## config.mk

```make
export PLATFORM = sky130hd
export DESIGN_NAME = dma_wb_engine
export DESIGN_NICKNAME = d
export VERILOG_FILES = /design/src/rtl/snn_soc_pkg.sv /design/src/rtl/dma_wb_engine.sv
export SDC_FILE = /design/constraint.sdc
export NUM_CORES = 1
export LEC_CHECK = 0
export ABC_AREA = 1
export BUFFER_PORTS_ARGS = -buffer_cell sky130_fd_sc_hd__buf_2
export CORE_AREA = 5 5 194 196
export CTS_CLUSTER_DIAMETER = 60
export CTS_CLUSTER_SIZE = 28
export DETAILED_ROUTE_END_ITERATION = 7
export DIE_AREA = 0 0 199 201
export PLACE_DENSITY = 0.62
export SYNTH_ARGS = -nofsm -noshare
export SYNTH_HDL_FRONTEND = slang
export SYNTH_SLANG_ARGS = --single-unit
```

## constraint.sdc

```tcl
create_clock -name clk -period 2.2 [get_ports clk]
set_input_delay 0.33 -clock clk [delete_from_list [all_inputs] [get_ports clk]]
set_output_delay 0.33 -clock clk [all_outputs]
set_load 0.005 [all_outputs]
```

## src/rtl/snn_soc_pkg.sv

```systemverilog
// Shared SoC constants: DMA engine register map, CTRL bit positions and
// output-FIFO entry width.
package snn_soc_pkg;

  localparam int ENTRY_W = 49;

  localparam logic [7:0] REG_DST_ADDR   = 8'h00;
  localparam logic [7:0] REG_LEN_WORDS  = 8'h04;
  localparam logic [7:0] REG_CTRL       = 8'h08;
  localparam logic [7:0] REG_WORDS_DONE = 8'h0C;

  localparam int CTRL_START = 0;
  localparam int CTRL_DONE  = 1;
  localparam int CTRL_ERR   = 2;
  localparam int CTRL_BUSY  = 3;
  localparam int CTRL_ABORT = 4;

endpackage

```

## src/rtl/dma_wb_engine.sv

```systemverilog
// DMA write-back engine: drains 49-bit output-FIFO entries into data_sram
// as two consecutive 32-bit words (low 32 bits, then the upper 17 bits).
//
// state | meaning
// IDLE  | no transfer; START is evaluated here
// POP   | waiting for a FIFO entry; pops and captures it when present
// WR0   | writes entry[31:0] to ptr
// WR1   | writes entry[48:32] to ptr; retires two words, ends on the last pair
module dma_wb_engine
  import snn_soc_pkg::*;
(
  input  logic               clk,
  input  logic               rst_n,
  input  logic               req_valid,
  input  logic               req_write,
  input  logic [31:0]        req_addr,
  input  logic [31:0]        req_wdata,
  input  logic [3:0]         req_wstrb,
  output logic [31:0]        rdata,
  input  logic [ENTRY_W-1:0] out_fifo_rdata,
  input  logic               out_fifo_empty,
  output logic               out_fifo_pop,
  output logic               dma_wr_en,
  output logic [31:0]        dma_wr_addr,
  output logic [31:0]        dma_wr_data
);

  typedef enum logic [1:0] {IDLE, POP, WR0, WR1} state_t;

  state_t             state, state_nxt;
  logic [31:0]        dst_addr, len_words, words_done, ptr, rem;
  logic [ENTRY_W-1:0] hold;
  logic               done, err;

  logic [7:0] reg_off;
  logic       ctrl_wr, busy, start_go, abort_go, start_bad;
  logic       set_done, set_err, clr_flags, load, capture, advance, retire;
  logic       unused_addr_hi;

  assign reg_off        = req_addr[7:0];
  assign unused_addr_hi = ^req_addr[31:8];
  assign ctrl_wr        = req_valid & req_write & (reg_off == REG_CTRL);
  assign busy           = (state != IDLE);
  assign start_go       = ctrl_wr & req_wdata[CTRL_START] & ~busy;
  assign abort_go       = ctrl_wr & req_wdata[CTRL_ABORT] & busy;
  assign start_bad      = len_words[0] | (dst_addr[1:0] != 2'b00);
  assign dma_wr_addr    = ptr;

  // State register.
  always_ff @(posedge clk or negedge rst_n) begin
    if (!rst_n) state <= IDLE;
    else        state <= state_nxt;
  end

  // Next state, bus strobes and datapath controls; abort suppresses any pop/write.
  always_comb begin
    state_nxt    = state;
    out_fifo_pop = 1'b0;
    dma_wr_en    = 1'b0;
    dma_wr_data  = '0;
    set_done     = 1'b0;
    set_err      = 1'b0;
    clr_flags    = 1'b0;
    load         = 1'b0;
    capture      = 1'b0;
    advance      = 1'b0;
    retire       = 1'b0;
    if (abort_go) begin
      state_nxt = IDLE;
      set_done  = 1'b1;
      set_err   = 1'b1;
    end else begin
      case (state)
        IDLE: begin
          if (start_go) begin
            if (start_bad) begin
              set_done = 1'b1;
              set_err  = 1'b1;
            end else if (len_words == '0) begin
              set_done = 1'b1;
            end else begin
              clr_flags = 1'b1;
              load      = 1'b1;
              state_nxt = POP;
            end
          end
        end
        POP: begin
          if (!out_fifo_empty) begin
            out_fifo_pop = 1'b1;
            capture      = 1'b1;
            state_nxt    = WR0;
          end
        end
        WR0: begin
          dma_wr_en   = 1'b1;
          dma_wr_data = hold[31:0];
          advance     = 1'b1;
          state_nxt   = WR1;
        end
        WR1: begin
          dma_wr_en   = 1'b1;
          dma_wr_data = {{(64-ENTRY_W){1'b0}}, hold[ENTRY_W-1:32]};
          advance     = 1'b1;
          retire      = 1'b1;
          if (rem == 32'd2) begin
            set_done  = 1'b1;
            state_nxt = IDLE;
          end else begin
            state_nxt = POP;
          end
        end
        default: state_nxt = IDLE;
      endcase
    end
  end

  // Byte-enabled configuration registers; the running transfer uses its own copies.
  always_ff @(posedge clk or negedge rst_n) begin
    if (!rst_n) begin
      dst_addr  <= '0;
      len_words <= '0;
    end else if (req_valid && req_write) begin
      for (int b = 0; b < 4; b++) begin
        if (req_wstrb[b]) begin
          if (reg_off == REG_DST_ADDR)  dst_addr[8*b +: 8]  <= req_wdata[8*b +: 8];
          if (reg_off == REG_LEN_WORDS) len_words[8*b +: 8] <= req_wdata[8*b +: 8];
        end
      end
    end
  end

  // Transfer datapath: pointer, remaining words, progress counter, held entry.
  always_ff @(posedge clk or negedge rst_n) begin
    if (!rst_n) begin
      ptr        <= '0;
      rem        <= '0;
      words_done <= '0;
      hold       <= '0;
    end else begin
      if (load) begin
        ptr        <= dst_addr;
        rem        <= len_words;
        words_done <= '0;
      end
      if (capture) hold <= out_fifo_rdata;
      if (advance) ptr <= ptr + 32'd4;
      if (retire) begin
        rem        <= rem - 32'd2;
        words_done <= words_done + 32'd2;
      end
    end
  end

  // DONE/ERR: hardware set beats START clear, which beats software W1C.
  always_ff @(posedge clk or negedge rst_n) begin
    if (!rst_n) begin
      done <= 1'b0;
      err  <= 1'b0;
    end else begin
      if (set_done)                         done <= 1'b1;
      else if (clr_flags)                   done <= 1'b0;
      else if (ctrl_wr && req_wdata[CTRL_DONE]) done <= 1'b0;
      if (set_err)                          err <= 1'b1;
      else if (clr_flags)                   err <= 1'b0;
      else if (ctrl_wr && req_wdata[CTRL_ERR])  err <= 1'b0;
    end
  end

  // Combinational register readback; START/ABORT read as zero.
  always_comb begin
    rdata = '0;
    case (reg_off)
      REG_DST_ADDR:   rdata = dst_addr;
      REG_LEN_WORDS:  rdata = len_words;
      REG_CTRL: begin
        rdata[CTRL_DONE] = done;
        rdata[CTRL_ERR]  = err;
        rdata[CTRL_BUSY] = busy;
      end
      REG_WORDS_DONE: rdata = words_done;
      default:        rdata = '0;
    endcase
  end

endmodule

```

==> After elaboration in Yosys (flattened, before gate mapping) <==
Cells that the tools add are included.
{ "totals": {"reg_bits": 213, "latchBits": 0, "ramBits": 0, "mem_bits_ro": 0, "in_bits": 122, "out_inout_bits": 98, "word_cells": 105, "memories": 0} }
{ "op_classes": {"add_sub_neg": 3, "n_mul": 0, "div_mod_pow": 0, "order_cmp": 0, "n_eq_ne": 11, "shift": 0, "mux": 46, "bitwise_logic": 8, "reduce_logical": 22} }
{ "ops": {"columns": ["operator", "count"], "rows": [
  ["two-way mux 32 bit", 7],
  ["one-hot mux 28 bit (3 select lines)", 1],
  ["one-hot mux 32 bit (2 select lines)", 1],
  ["adder 32 x 2 -> 32 bit, second input constant", 1],
  ["adder 32 x 3 -> 32 bit, second input constant", 1],
  ["== test 32 x 2 -> 1 bit, second input constant", 1],
  ["zero test 32 bit", 1],
  ["subtractor 32 x 2 -> 32 bit, second input constant", 1],
  ["two-way mux 1 bit", 28],
  ["AND reduction 3 bit", 8],
  ["== test 8 x 4 -> 1 bit, second input constant", 2],
  ["!= test 3 bit, second input constant", 4],
  ["one-hot mux 3 bit (4 select lines)", 1],
  ["two-way mux 2 bit", 5],
  ["== test 8 x 3 -> 1 bit, second input constant", 1],
  ["zero test 8 bit", 1],
  ["one-hot mux 2 bit (4 select lines)", 1],
  ["nonzero test 2 bit", 4],
  ["AND 1 bit", 6],
  ["nonzero test 3 bit", 2],
  ["== test 2 bit, second input constant", 2],
  ["AND reduction 4 bit", 1],
  ["logical AND 1 bit", 3],
  ["one-hot mux 1 bit (3 select lines)", 1],
  ["other kinds (6)", 6]
]} }

==> Longest topological paths before layout <==
{ "logic_depth": {"word_depth": 9, "mapped_depth": 13, "ltp_nobuf": 13} }

==> Least setup slack after synthesis <==
No wires, ideal clock.
{ "synth_path": {"path_type": "reg-to-output", "start": "register state[0]", "end": "output dma_wr_data[10]", "arrival_ps": 1603, "required_ps": 1870, "setup_slack_ps": 267, "path_stages_with_launch": 10, "n_path_buf": 1, "path_cell_list": "dfrtp_1 -> inv_1 -> ha_1 -> inv_1 -> nand3_4 -> nand2_2 -> inv_2 -> buf_2 -> a22oi_1 -> inv_1"} }
{ "synth_between": {"elab_chain_cells": 3, "word_cells_on_any_way": 6, "cone_classes": "2 x eq/ne; 2 x mux; 1 x bitwise; 1 x reduce/logical"} }
{ "synth_lines": {"columns": ["element", "line_no", "source"], "rows": [
  ["from (decl)", "dma_wb_engine.sv:30", "state_t state, state_nxt;"],
  ["from (signal assigned)", "dma_wb_engine.sv:52", "else state <= state_nxt;"],
  ["== test 2 bit or nonzero test 2 bit (tied branches)", "dma_wb_engine.sv:73, dma_wb_engine.sv:43", null],
  ["one-hot mux 32 bit (2 select lines) or AND 1 bit (tied branches)", "dma_wb_engine.sv:73, dma_wb_engine.sv:45", null],
  ["two-way mux 32 bit (*)", "dma_wb_engine.sv:68", "if (abort_go) begin"],
  ["to (decl)", "dma_wb_engine.sv:25", "output logic [31:0] dma_wr_data"]
]} }
Every way passes the cells marked *; elsewhere a longest branch is shown, timed or not.

==> Final worst setup path <==
{ "layout_path": {"start": "register state[0]", "end": "output dma_wr_data[16]"} }
Same word-level chain as after synthesis.

==> run summary <==
Of the total power, registers draw 31.3%. The fmax is 442.3 MHz. TritonCTS created 27 clock buffers. Clock skew on the completed layout was measured at 0.04167 ns. In the synthesized netlist, the cells that appear most often are sky130_fd_sc_hd__nand2_1 (593), sky130_fd_sc_hd__dfrtp_1 (212), sky130_fd_sc_hd__nor2_1 (178), sky130_fd_sc_hd__inv_1 (158), sky130_fd_sc_hd__nand3_1 (151).

The number of H-tree branching levels is 1. The class of the most critical hold timing path is in -> reg. The number of clock sinks seen by CTS is 212. The reported max-cap violation count is 0. The checks that failed: negative setup slack. For this run, the leading register cell type out of synthesis is sky130_fd_sc_hd__dfrtp_1. In the post-synthesis netlist, the cell with the most instances is sky130_fd_sc_hd__nand2_1. The net count after synthesis is 1861. The setup path with the least slack is of type reg -> out. The highest net fanout along the worst path is 18. The post-route DRC violation count came out at 0. In this run the horizontal extent of the chip is 199 um. The total congestion overflow after global routing is 0.

The cell total after placement came out at 2373. The share of synthesized registers carrying an async set or reset is 100.0%. The overall power is 17.59 mW. The count of different cell masters after synthesis came out at 41.

The final setup violation count came out at 17. The number of detailed-route iterations in the first pass is 5. Headroom to the max-slew limit came out at 60.84%. The final routed wire length divided by cell count came out at 17.22 um. The tree is rooted in a sky130_fd_sc_hd__clkbuf_16.

The number of enable flip-flop cells after synthesis is 0. Data on the critical path arrives at its endpoint at 1.93 ns. The global-route usage over all layers came out at 21.01%. The combinational cell fraction of total power is 43.6%. The part of the Yosys area used for sequential elements is 43.31%.

TritonCTS built the clock tree. The initial cell density of the core came out at 34.11%. The total half-perimeter wirelength after legalization and detailed placement is 32150 um. Internal power comes to 9.965 mW. The actual slew at the worst max-slew pin came out at 0.5830 ns. The number of cells in the finished layout apart from fillers came out at 2486.

Setup repair after global routing could not meet its margin everywhere. After synthesis, the largest area contributor takes up 43.31% of total cell area. The final critical-path setup slack is -0.06073 ns.

The routed wire length came out at 42820 um. Dividing total power by cell area gives a power density of 1122 nW/um2. The maximum number of pins on one net before global-route repair is 68.

The number of hold violations in the final report came out at 0. The worst voltage drop across the vdd grid is 764.6 uV. The number of vias in the routed layout is 12690. Clock-pin slew was measured on the worst setup and hold paths at 0.07 ns. The kind of start point of the critical path is a flip-flop. The worst hold slack came out at 0.04578 ns. STA classifies the critical path endpoint as an output port. The die height is 201 um.

Yosys attributes the largest share of cell area to sky130_fd_sc_hd__dfrtp_1 (43%), sky130_fd_sc_hd__nand2_1 (18%), sky130_fd_sc_hd__nand3_1 (6.2%), sky130_fd_sc_hd__nor2_1 (5.5%), sky130_fd_sc_hd__inv_1 (4.8%). The flip-flop and latch count after synthesis came out at 212. The placement-stage cell area is 14010 um2. The growth of design area from synthesis to finish came out at 28.02%.

The number of antenna repair diodes is 0. The top-level port count came out at 220. In this run the core area contains 70 standard-cell rows. The final instance area is 15680 um2. Adding up every negative setup slack in the final design gives -0.6560 ns.

For the finished layout, the period the worst path requires is 2.261 ns. The fraction of final layout cells with drive strength greater than 1 came out at 17.44%. The worst slack at placement is 0.02829 ns. Measured on the finished design, the core utilization comes to 43.67%.

The part of the power in the clock network is 25.1%. The first routing iteration left 1193 violations. The first-pass GRT wire length came out at 68250 um. The switching power summed over all nets is 7.624 mW.

Summing every instance area after synthesis gives 12250 um2. At the worst endpoint, the required time is 1.87 ns. The yosys synthesis warning count came out at 0. The worst-skew pair later-pin latency is 0.56 ns.

The area of the core came out at 35910 um2. The quantity of I/O buffers inserted on ports came out at 195. The run finished, with violations left. The cell count after synthesis is 1731. In this run the deepest clock path goes through 3 buffers. The average cell area after synthesis came out at 7.077 um2. The number of global-route vias before repair came out at 12390. Net switching is 43.35% of the power.

The share of the clock period used by the worst path came out at 102.8%. The final estimated routing congestion in global placement is 0.9606. The number of antenna violations at the first check in global routing came to 0. The synthesized design spends more area on one cell type than any other, namely sky130_fd_sc_hd__dfrtp_1. The standby leakage power is 7.922 nW. The number of pins exceeding their max-slew limit in the final report is 0. The die footprint is 40000 um2. The net count of the finished layout is 2128. In the routed layout, each cell is associated on average with a via count of 5.103. The setup slack on the worst flop-to-flop path is 0.17 ns. The count of nets left with antenna violations once routing finished came out at 0.
## path summary, 6_finish.rpt
| kind | startpoint | to | cells past startpoint |
|---|---|---|---|
| max in group asynchronous | rst_n | hold[7] | 3 |
| setup reg to reg | state[0] | words_done[15] | 10 |
| min in group asynchronous | rst_n | dma_wr_addr[16] | 2 |
| setup / recovery | state[0] | dma_wr_data[16] | 9 |
| hold reg to reg | dma_wr_addr[0] | dma_wr_addr[0] | 2 |
| hold / removal | req_wdata[3] | len_words[3] | 3 |
## sequential cells by signal, summed over array words and instances, names as in the netlist
name,flops
dma_wr_addr,32
done,1
dst_addr,32
err,1
hold,49
len_words,32
rem,32
state,2
words_done,31
## worst max-delay path: stages (launching register included)
cell and delay, ns:
sky130_fd_sc_hd__dfrtp_1 0.37, sky130_fd_sc_hd__inv_2 0.07, sky130_fd_sc_hd__ha_4 0.17, sky130_fd_sc_hd__inv_4 0.06, sky130_fd_sc_hd__nand3_4 0.13, sky130_fd_sc_hd__nand2_4 0.14
sky130_fd_sc_hd__inv_12 0.07, sky130_fd_sc_hd__a22oi_2 0.16, sky130_fd_sc_hd__inv_1 0.06, sky130_fd_sc_hd__buf_2 0.13
## final cells by class
cell class,count,area (um2)
Inverter,166,648.1
Tap cell,468,585.6
Timing Repair Buffer,308,2123
Sequential cell,212,5305
Timing Repair inverter,1,11.26
Clock buffer,30,696.9
Fill cell,3607,20230
Multi-Input combinational cell,1282,6110
Clock inverter,19,202.7
## logic make-up (layout without fill, tap and decap cells)
kind of cell	after synthesis	count (layout)	synth area share, %
DFF	212	212	43.31
adders and majority gates	8	8	0.8171
buffers and inverters	237	524	7.926
AOI/OAI and AO/OA	201	201	9.366
and+or+nand+nor	1023	1023	35.01
xor gates and xnor gates	50	50	3.575
## timing repair
item | CTS | global route
pin swaps | 8 | 8
hold buffers | 50 | 0
cloned | 1 | 0
hold endpoints to repair | 91 | 0
gates resized for setup | 26 | 17
endpoints found under the setup margin | 35 | 93
setup buffers | 10 | 3
## layout by cell type, fill, tap and decap left out, types with 4 or more instances in the layout
| cell | count |
|---|---|
| sky130_fd_sc_hd__a22oi_2 | 16 |
| sky130_fd_sc_hd__buf_12 | 12 |
| sky130_fd_sc_hd__buf_2 | 194 |
| sky130_fd_sc_hd__buf_4 | 48 |
| sky130_fd_sc_hd__clkbuf_16 | 27 |
| sky130_fd_sc_hd__dfrtp_1 | 212 |
| sky130_fd_sc_hd__dlygate4sd3_1 | 50 |
| sky130_fd_sc_hd__ha_1 | 5 |
| sky130_fd_sc_hd__inv_1 | 155 |
| sky130_fd_sc_hd__inv_2 | 6 |
| sky130_fd_sc_hd__inv_6 | 5 |
| sky130_fd_sc_hd__inv_8 | 6 |
| sky130_fd_sc_hd__nand2_1 | 593 |
| sky130_fd_sc_hd__nand3_1 | 151 |
| sky130_fd_sc_hd__nand3b_1 | 4 |
| sky130_fd_sc_hd__nand4_1 | 53 |
| sky130_fd_sc_hd__nor2_1 | 176 |
| sky130_fd_sc_hd__nor2_2 | 5 |
| sky130_fd_sc_hd__nor3_1 | 25 |
| sky130_fd_sc_hd__o211ai_1 | 15 |
| sky130_fd_sc_hd__o21ai_0 | 98 |
| sky130_fd_sc_hd__o21ai_1 | 51 |
| sky130_fd_sc_hd__o221ai_1 | 8 |
| sky130_fd_sc_hd__xnor2_1 | 12 |
| sky130_fd_sc_hd__xor2_1 | 38 |
## power groups by stage
stage / registers (mW) / logic [mW] / clock network (mW)
after floorplan: 5.31 / 4.80 / 0
after global placement: 5.48 / 7.04 / 0
after detailed placement: 5.50 / 7.11 / 0
after CTS: 5.47 / 7.48 / 4.52
after global routing: 5.62 / 8.60 / 4.68
final: 5.51 / 7.66 / 4.42
## routing by layer
layer	share of wire (%)	track usage (%)	vias to the layer above	routed length (um)
li1	-	-	6125	-
met1	45	31.09	5965	19300
met2	43	31.39	525	18450
met3	9.1	4.532	71	3887
met4	2.7	5.129	0	1176
met5	0	0	-	0
Power figures use the tool's default switching activity.
